**src/rtl/status_readback_if.sv**
```systemverilog
// Read-side bus bundle for status_readback: read strobe/address, peripheral
// sources and the read response / interrupt outputs.
interface status_readback_if #(
  parameter int DATA_WIDTH = 32
);
  logic                  rd;
  logic [1:0]            register_addr;
  logic [DATA_WIDTH-1:0] status_in;
  logic [DATA_WIDTH-1:0] event_in;
  logic [DATA_WIDTH-1:0] int_enable;
  logic [DATA_WIDTH-1:0] rd_data;
  logic                  rd_valid;
  logic                  irq;

  modport master (
    output rd, register_addr, status_in, event_in, int_enable,
    input  rd_data, rd_valid, irq
  );

  modport slave (
    input  rd, register_addr, status_in, event_in, int_enable,
    output rd_data, rd_valid, irq
  );
endinterface

```
**src/rtl/status_readback.sv**
```systemverilog
// Sticky event pending flags, saturating overflow counter and read mux with level irq.
// Latency: read response 1 cycle after rd; irq combinational from registered pending.
// Backpressure: none; one read per cycle, reader must take rd_data while rd_valid.
module status_readback #(
  parameter int DATA_WIDTH = 32
) (
  input logic              clk,
  input logic              rst_n,
  status_readback_if.slave bus
);
  typedef enum logic {IDLE, RESP} state_t;

  state_t                state_q, state_d;
  logic [DATA_WIDTH-1:0] event_prev;
  logic [DATA_WIDTH-1:0] pending, pending_d;
  logic [DATA_WIDTH-1:0] overflow, overflow_d;
  logic [DATA_WIDTH-1:0] rd_data_q, rd_mux;
  logic [DATA_WIDTH-1:0] evt_edge, clr_mask;
  logic                  clr_pend, clr_ovf, ovf_hit;

  always_comb begin
    evt_edge = bus.event_in & ~event_prev;
    clr_pend = bus.rd && (bus.register_addr == 2'b11);
    clr_ovf  = bus.rd && (bus.register_addr == 2'b10);
    clr_mask = {DATA_WIDTH{clr_pend}};
    // A collision only counts against flags that survive this cycle's clear.
    ovf_hit  = |(evt_edge & pending & ~clr_mask);
    pending_d = (pending & ~clr_mask) | evt_edge;

    overflow_d = overflow;
    if (clr_ovf) begin
      overflow_d = ovf_hit ? {{(DATA_WIDTH-1){1'b0}}, 1'b1} : '0;
    end else if (ovf_hit && (overflow != {DATA_WIDTH{1'b1}})) begin
      overflow_d = overflow + 1'b1;
    end
  end

  always_comb begin
    rd_mux = '0;
    unique case (bus.register_addr)
      2'b00:   rd_mux = bus.status_in;
      2'b01:   rd_mux = pending;
      2'b10:   rd_mux = overflow;
      default: rd_mux = pending;
    endcase
  end

  always_comb begin
    state_d = state_q;
    unique case (state_q)
      IDLE:    if (bus.rd) state_d = RESP;
      RESP:    if (!bus.rd) state_d = IDLE;
      default: state_d = IDLE;
    endcase
  end

  always_ff @(posedge clk) begin
    if (!rst_n) begin
      state_q    <= IDLE;
      event_prev <= '0;
      pending    <= '0;
      overflow   <= '0;
      rd_data_q  <= '0;
    end else begin
      state_q    <= state_d;
      event_prev <= bus.event_in;
      pending    <= pending_d;
      overflow   <= overflow_d;
      if (bus.rd) rd_data_q <= rd_mux;
    end
  end

  assign bus.rd_data  = rd_data_q;
  assign bus.rd_valid = (state_q == RESP);
  assign bus.irq      = |(pending & bus.int_enable);
endmodule

```
**src/flat_wrapper.sv**
```systemverilog
// flat-port wrapper written by rule: the top's interface ports become plain ports
module status_readback_flat 
#(
  parameter int DATA_WIDTH = 32
)
  (clk, rst_n, bus_rd, bus_register_addr, bus_status_in, bus_event_in, bus_int_enable, bus_rd_data, bus_rd_valid, bus_irq);
  status_readback_if #(.DATA_WIDTH(DATA_WIDTH)) bus_i ();
  input logic clk;
  input logic rst_n;
  input wire logic [$bits(bus_i.rd)-1:0] bus_rd;
  input wire logic [$bits(bus_i.register_addr)-1:0] bus_register_addr;
  input wire logic [$bits(bus_i.status_in)-1:0] bus_status_in;
  input wire logic [$bits(bus_i.event_in)-1:0] bus_event_in;
  input wire logic [$bits(bus_i.int_enable)-1:0] bus_int_enable;
  output wire logic [$bits(bus_i.rd_data)-1:0] bus_rd_data;
  output wire logic [$bits(bus_i.rd_valid)-1:0] bus_rd_valid;
  output wire logic [$bits(bus_i.irq)-1:0] bus_irq;
  assign bus_i.rd = bus_rd;
  assign bus_i.register_addr = bus_register_addr;
  assign bus_i.status_in = bus_status_in;
  assign bus_i.event_in = bus_event_in;
  assign bus_i.int_enable = bus_int_enable;
  assign bus_rd_data = bus_i.rd_data;
  assign bus_rd_valid = bus_i.rd_valid;
  assign bus_irq = bus_i.irq;
  status_readback #(.DATA_WIDTH(DATA_WIDTH)) u_core (.clk(clk), .rst_n(rst_n), .bus(bus_i));
endmodule
```
**config.mk**
```make
export PLATFORM = sky130hd
export DESIGN_NAME = status_readback_flat
export DESIGN_NICKNAME = d
export VERILOG_FILES = /design/src/rtl/status_readback_if.sv /design/src/rtl/status_readback.sv /design/src/flat_wrapper.sv
export SDC_FILE = /design/constraint.sdc
export NUM_CORES = 1
export LEC_CHECK = 0
export CELL_PAD_IN_SITES_DETAIL_PLACEMENT = 1
export CELL_PAD_IN_SITES_GLOBAL_PLACEMENT = 1
export CORE_AREA = 2 2 96 168
export CTS_CLUSTER_DIAMETER = 100
export DETAILED_ROUTE_END_ITERATION = 16
export DIE_AREA = 0 0 98 170
export PLACE_DENSITY_LB_ADDON = 0.1
export SLEW_MARGIN = 20
export SYNTH_ARGS = -nofsm -noshare
export SYNTH_HDL_FRONTEND = slang
export SYNTH_SLANG_ARGS = --single-unit
```
**constraint.sdc**
```tcl
create_clock -name clk -period 5 [get_ports clk]
set_input_delay 1 -clock clk [delete_from_list [all_inputs] [get_ports clk]]
set_output_delay 1 -clock clk [all_outputs]
set_load 0.1 [all_outputs]
```
==> results.md, run 1 <==
* Final hold violation count at 0
* Run status: finished, final reports clean
* Die Height at 170 um
* Logic pwr share at 0.147
* Final Core Density at 0.541
* Crit path DAT at 2.79 ns
* DRT iter0 DRCs at 222
* Pins Over Slew Limit at 0
* PnR Total Power at 2.90 mW
* Buffers on Ports at 134
* Maxcap violations at 0
* Worst EP required at 4.00 ns
* Largest net degree at the start of global routing at 76
* CTS tree: done
* Worst Min Path Start: u_core.overflow[20]
* Most frequent cells after synthesis: dfxtp_1, nor2b_1, mux2i_1, a21oi_1, nand2_1
* First-pass GRT wire length at 33300 um
* Clock sink count at 129
* Vias/cell at 5.70
* EDFF count, synth at 0
* Post-Route M1 WL at 7930 um
* Final setup vio count at 0
* Pint at 2.10 mW
* Vias at 5767
* Share of the synthesized area in the top cell type at 0.417
* Starting Density at 0.406
* Mapped Area at 6190 sq um
* Async S/R FF share, synth at 0
* Final nets at 916
* Layout Skew at 0.0100 ns
* Leakage power at 3.05 nW
* Synth area leaders: dfxtp_1, mux2i_1, nor2b_1
* Main flop type after synthesis: dfxtp_1
* Area of the core at 15200 sq um
* Highest Clock Rate at 264 MHz
* Setup_tns at 0 ns
* Total GRT Usage at 0.258
* Clock latency at the later pin of the worst-skew pair at 0.42 ns
* Fin crit period at 3.79 ns
* # Post-CTS Setup Buffers at 0
* CTS Hold Buffers Added at 0
* Vias in the first global route at 6192
* Seq pwr share at 0.388
* Crit end category: output port
* Area delta synth->final at 33.4%
* CTS Buf Count at 17
* DRC viols at 0
* Crit Path Category: primary input to output port
* GPL Wtd Cong at 0.911
* Slew @ Worst Pin at 1.10 ns
* Crit path from: bus_int_enable[24]
* Final ANT Viol Nets at 0
* Clock power share at 0.464
* Post-CTS sizing at 0
* Crit start category: primary input
* Initial antenna violation count at 0
* Min-delay worst type: flop to flop
* DRT Wirelength at 21600 um
* Max H-tree Level at 4
* Max_slew headroom at 0.261
* RSZ-0062 raised after global routing: false
* PD cells at 352 nW/um^2
* Cell taking the most area after synthesis: dfxtp_1
* Distinct cells, synth at 45
* CTS Buffer Depth at 2
* Worst vdd ir at 0.245 mV
* Ports at 135
* Synthesized Nets at 796
* YS warnings at 0
* Full die area at 16700 sq um
* TritonRoute pass-1 iters at 5
* FF-to-FF Start: u_core.overflow[0]
* Filler cell count at 1770
* # rows at 60
* Syn Inst Count at 694
* P_sw at 0.802 mW
* Uppermost layer routed: met4
* Fin crit share at 0.759
* N_diodes at 0
* Syn avg cell area at 8.91 sq um
* Average wire per cell in the routed design at 21.4 um
* DP Wirelength at 15800 um
* Met3 wire len at 759 um
* Met2 Wirelength at 12200 um
* Total grt overflow at 0
* Most frequent cell after synthesis: dfxtp_1
* Clock Pin Slew Worst Setup and Hold Paths at 0.06 ns
* Worst-path fanout max at 1
* Die X at 98 um
* Sequential fraction of the synthesis area at 0.417
* Switching share of power at 0.276
* FF+latch count, synth at 129
* Layout cells sized above 1 at 0.0617
* Clk root buf: clkbuf_16
[through the flow]
stage                     instances  setup slack, ns  cell area (sq um)  hold slack, ns
final                          1012             1.21               8250           0.516
after global routing           1012             1.11               8250           0.542
after CTS                      1012             1.19               8250           0.522
after detailed placement        981             1.06               7620           0.513
after global placement          981             1.19               7620           0.481
after floorplan                 694             1.57               6190           0.460
[power by group through the flow]
| stage | combinational, mW | sequential (mW) | clock [mW] |
|---|---|---|---|
| finish | 0.428 | 1.13 | 1.35 |
| global route | 0.456 | 1.13 | 1.41 |
| CTS | 0.431 | 1.13 | 1.36 |
| detailed placement | 0.427 | 1.15 | 0 |
| global placement | 0.414 | 1.14 | 0 |
| floorplan | 0.169 | 1.22 | 0 |
[cells by family (layout without fill, tap and decap cells)]
logic type | Yosys count | in the layout | synth area share
and+or+nand+nor | 314 | 314 | 0.314
AOI/OAI and AO/OA | 144 | 144 | 0.134
DFF | 129 | 129 | 0.417
muxes | 65 | 65 | 0.105
buffers and inverters | 41 | 173 | 0.0275
adders and majority gates | 1 | 1 | 0.00202
[cell usage in the layout (no fill, tap or decap), types with 6 or more instances in the layout]
cell type	instances
mux2i_1	65
nor2b_1	97
clkbuf_16	17
a22oi_1	12
a21oi_1	59
nand3_1	17
o21ai_0	44
dfxtp_1	129
clkdlybuf4s50_1	129
nand4_1	19
and4_1	6
or4_1	19
or3_1	10
nand3b_1	34
nand2_1	53
and2_1	34
o31ai_1	16
buf_4	7
[cell type report]
cell class,instances,area [sq um],area share
Clock buffer,17,425,0.0516
Clock inverter,14,205,0.0249
Inverter,2,7.51,0.000910
Multi-Input combinational cell,524,3430,0.416
Sequential cell,129,2580,0.313
Tap cell,186,233,0.0282
Timing Repair Buffer,140,1360,0.165
[worst paths after layout]
path | end | slack [ns] | cells past startpoint
worst max-delay path | bus_irq | 1.21 | 6
worst max register to register | u_core.overflow[2] | 2.06 | 7
worst min register to register | u_core.overflow[20] | 0.52 | 2
worst min-delay path | u_core.overflow[20] | 0.52 | 2
[sequential cells by signal, indices dropped and copies added (netlist names)]
signal	cells
u_core.bus.rd_valid	1
u_core.pending	32
u_core.event_prev	32
u_core.overflow	32
u_core.bus.rd_data	32
[critical path, stage by stage]
cell and delay [ns]:
clkdlybuf4s50_1 0.40, a22o_1 0.24, a221oi_1 0.23, nand3_1 0.10
or4_1 0.56, buf_4 0.26
[layer usage]
layer  track usage  vias up
met2         0.500      159
li1              -     2748
met4         0.102        0
met3        0.0452       37
met5             0        -
met1         0.270     2823
Power figures use the tool's default switching activity.
==> run 2, diff against run 1 <==
--- a/config.mk
+++ b/config.mk
@@ -7,10 +7,10 @@
 export LEC_CHECK = 0
 export CELL_PAD_IN_SITES_DETAIL_PLACEMENT = 1
 export CELL_PAD_IN_SITES_GLOBAL_PLACEMENT = 1
-export CORE_AREA = 2 2 96 168
+export CORE_AREA = 2 2 105 184
 export CTS_CLUSTER_DIAMETER = 100
 export DETAILED_ROUTE_END_ITERATION = 16
-export DIE_AREA = 0 0 98 170
+export DIE_AREA = 0 0 107 186
 export PLACE_DENSITY_LB_ADDON = 0.1
 export SLEW_MARGIN = 20
 export SYNTH_ARGS = -nofsm -noshare
==> constraint.sdc (replaced) <==
create_clock -name clk -period 3.05 [get_ports clk]
set_input_delay 0.61 -clock clk [delete_from_list [all_inputs] [get_ports clk]]
set_output_delay 0.61 -clock clk [all_outputs]
set_load 0.1 [all_outputs]
==> run 2 against run 1 <==
Global-route usage shrank 3.8 points; sequential power grew 64%; clock skew grew 0.0013 ns; final area grew 1.7%; register-to-register slack lost 1.6 ns; final cell count grew 6.5%; power grew 65%; clock power grew 64%; via count shrank 0.64%; critical path depth is the same; routed wire length shrank 0.62%.
==> results.md, run 2 (synthesis results as in run 1) <==
* N_diodes at 0 (unchanged)
* Min-delay worst type: flop to flop
* Max_slew headroom at 0.589 (+0.328)
* Fin crit period at 2.96 ns
* Most frequent cells in the layout: dfxtp_1, nor2b_1, clkdlybuf4s50_1, mux2i_1, a21oi_1
* Highest Clock Rate at 338 MHz
* PnR Total Power at 4.78 mW (+65%)
* GPL Wtd Cong at 0.811 (-11%)
* PD cells at 569 nW/um^2 (+62%)
* Fin crit share at 0.970
* Final nets at 929 (+1.4%)
* FF-to-FF Start: u_core.overflow[0]
* Die Height at 186 um (+9.4%)
* Setup_tns at 0 ns (unchanged)
* Final setup vio count at 0 (unchanged)
* Leakage power at 3.20 nW (+5.0%)
* Total GRT Usage at 0.220 (-0.0383)
* Worst hold slack at 0.519 ns (+0.00273 ns)
* Final ANT Viol Nets at 0 (unchanged)
* Largest net degree at the start of global routing at 67 (-12%)
* FF-to-FF setup slack at 0.49 ns (-1.57 ns)
* Initial antenna violation count at 0 (unchanged)
* Worst Min Path Start: u_core.overflow[20]
* Layout Skew at 0.0113 ns (+0.00130 ns)
* CTS Hold Buffers Added at 0 (unchanged)
* Worst Hold End: u_core.overflow[20]
* Crit start category: primary input
* Register area at 2580 sq um (unchanged)
* Multi-input logic area at 3440 sq um (+0.29%)
* Crit end category: output port
* Pins Over Slew Limit at 0 (unchanged)
* CTS tree: done
* Run status: finished, final reports clean
* Die X at 107 um (+9.2%)
* Layout cells sized above 1 at 0.119 (+0.0573)
* Worst-path fanout max at 1 (unchanged)
* Post-layout instance area at 8390 sq um (+1.7%)
* Area delta synth->final at 35.7%
* RSZ-0062 raised after global routing: false
* Maxcap violations at 0 (unchanged)
* Crit Path Category: primary input to output port
* Total grt overflow at 0 (unchanged)
* # rows at 66 (+10%)
* CTS Buf Count at 17 (unchanged)
* DRT iter0 DRCs at 184 (-17%)
* Ports at 135 (unchanged)
* Vias in the first global route at 6083 (-1.8%)
* R2r endpoint: u_core.overflow[18]
* Clock latency at the later pin of the worst-skew pair at 0.42 ns (about the same)
* Worst EP required at 2.44 ns (-1.56 ns)
* Full die area at 19900 sq um (+19%)
* Crit path DAT at 2.35 ns (-0.44 ns)
* Vias/cell at 5.32 (-6.7%)
* Area after DPL at 7750 sq um (+1.7%)
* Clock sink count at 129 (unchanged)
* Slew @ Worst Pin at 0.616 ns (-0.489 ns)
* Clk root buf: clkbuf_16
* First-pass GRT wire length at 33100 um (-0.56%)
* Area of the core at 18400 sq um (+21%)
* Starting Density at 0.336 (-0.0700)
* DRT Wirelength at 21500 um (-0.62%)
* Worst Hold Depth at 2 (unchanged)
* Final hold violation count at 0 (unchanged)
* Buffers on Ports at 134 (unchanged)
* DP Wirelength at 16200 um (+2.6%)
* Reg2reg path depth at 7 (unchanged)
* Max H-tree Level at 4 (unchanged)
* Vias at 5730 (-0.64%)
* TritonRoute pass-1 iters at 4 (-1)
* Worst vdd ir at 0.344 mV (+41%)
* Average wire per cell in the routed design at 19.9 um (-6.7%)
* Commonest non-fill, non-tap cell in the layout: dfxtp_1
* DRC viols at 0 (unchanged)
* Filler cell count at 2126 (+20%)
* CTS Buffer Depth at 2 (unchanged)
* Clock Pin Slew Worst Setup and Hold Paths at 0.06 ns (about the same)
run 2: changes by cell type in the layout (fill, tap and decap cells not counted):
| cell | delta |
|---|---|
| a221oi_1 | -1 |
| a221oi_2 | +1 |
| buf_12 | +4 |
| buf_4 | +42 |
| bufinv_16 | -1 |
| clkbuf_8 | +1 |
| clkdlybuf4s50_1 | -33 |
| clkinv_2 | -1 |
| clkinv_4 | -2 |
| inv_6 | +2 |
| inv_8 | +2 |
| or4_1 | -1 |
| or4_4 | +1 |
run 2: worst max-delay path by stage:
| stage | start | to | slack (ns) | cells after the start |
|---|---|---|---|---|
| final | bus_int_enable[1] | bus_irq | 0.09 | 6 |
| after global routing | bus_int_enable[24] | bus_irq | 0.03 | 6 |
| after CTS | bus_int_enable[1] | bus_irq | 0.04 | 6 |
| after detailed placement | bus_int_enable[1] | bus_irq | 0.008 | 6 |
| after global placement | bus_int_enable[1] | bus_irq | -0.01 | 6 |
| after floorplan | bus_int_enable[24] | bus_irq | 0.40 | 4 |
run 2: timing repair:
action / CTS / global route
setup endpoints to repair: 1 / 1
setup buffers: 0 / 0
gates resized for setup: 1 / 1
hold endpoints to repair: 0 / 0
pin swaps: 0 / 0
run 2: cell type report:
cell class	count	share of cell area
multi-input combinational	524	0.410
sequential	129	0.308
timing repair buffer	153	0.170
clock buffer	18	0.0523
tap	238	0.0355
clock inverter	14	0.0230
inverter	2	0.000895
run 2: routing by layer:
layer / vias up / track usage / routed length [um]
li1: 2769 / - / -
met1: 2834 / 0.241 / 8520
met2: 105 / 0.425 / 12100
met3: 22 / 0.0371 / 530
met4: 0 / 0.0634 / 323
met5: - / 0 / 0
run 2: where the power goes:
| group | internal, mW | switching, mW |
|---|---|---|
| clock | 1.34 | 0.870 |
| combinational | 0.308 | 0.410 |
| sequential | 1.77 | 0.0781 |
run 2: critical path: stages:
cell and delay [ns]:
clkdlybuf4s50_1 0.41, a22o_1 0.30, a221oi_2 0.21, nand3_1 0.10, or4_4 0.52, buf_12 0.19
run 2: through the flow:
step                cells  setup WS, ns   util
global placement     1046      -0.00968  0.421
detailed placement   1046       0.00758  0.421
finish               1078        0.0901  0.456
CTS                  1078        0.0387  0.455
global route         1078        0.0300  0.456
floorplan             694         0.397      -
==> run 3, diff against run 2 <==
--- a/config.mk
+++ b/config.mk
@@ -8,10 +8,11 @@
 export CELL_PAD_IN_SITES_DETAIL_PLACEMENT = 1
 export CELL_PAD_IN_SITES_GLOBAL_PLACEMENT = 1
 export CORE_AREA = 2 2 105 184
-export CTS_CLUSTER_DIAMETER = 100
+export CTS_CLUSTER_DIAMETER = 200
 export DETAILED_ROUTE_END_ITERATION = 16
 export DIE_AREA = 0 0 107 186
 export PLACE_DENSITY_LB_ADDON = 0.1
+export SKIP_LAST_GASP = 1
 export SLEW_MARGIN = 20
 export SYNTH_ARGS = -nofsm -noshare
 export SYNTH_HDL_FRONTEND = slang
==> results of run 3 <==
Same layout as run 2: the final DEF is identical, and so are final timing and power.
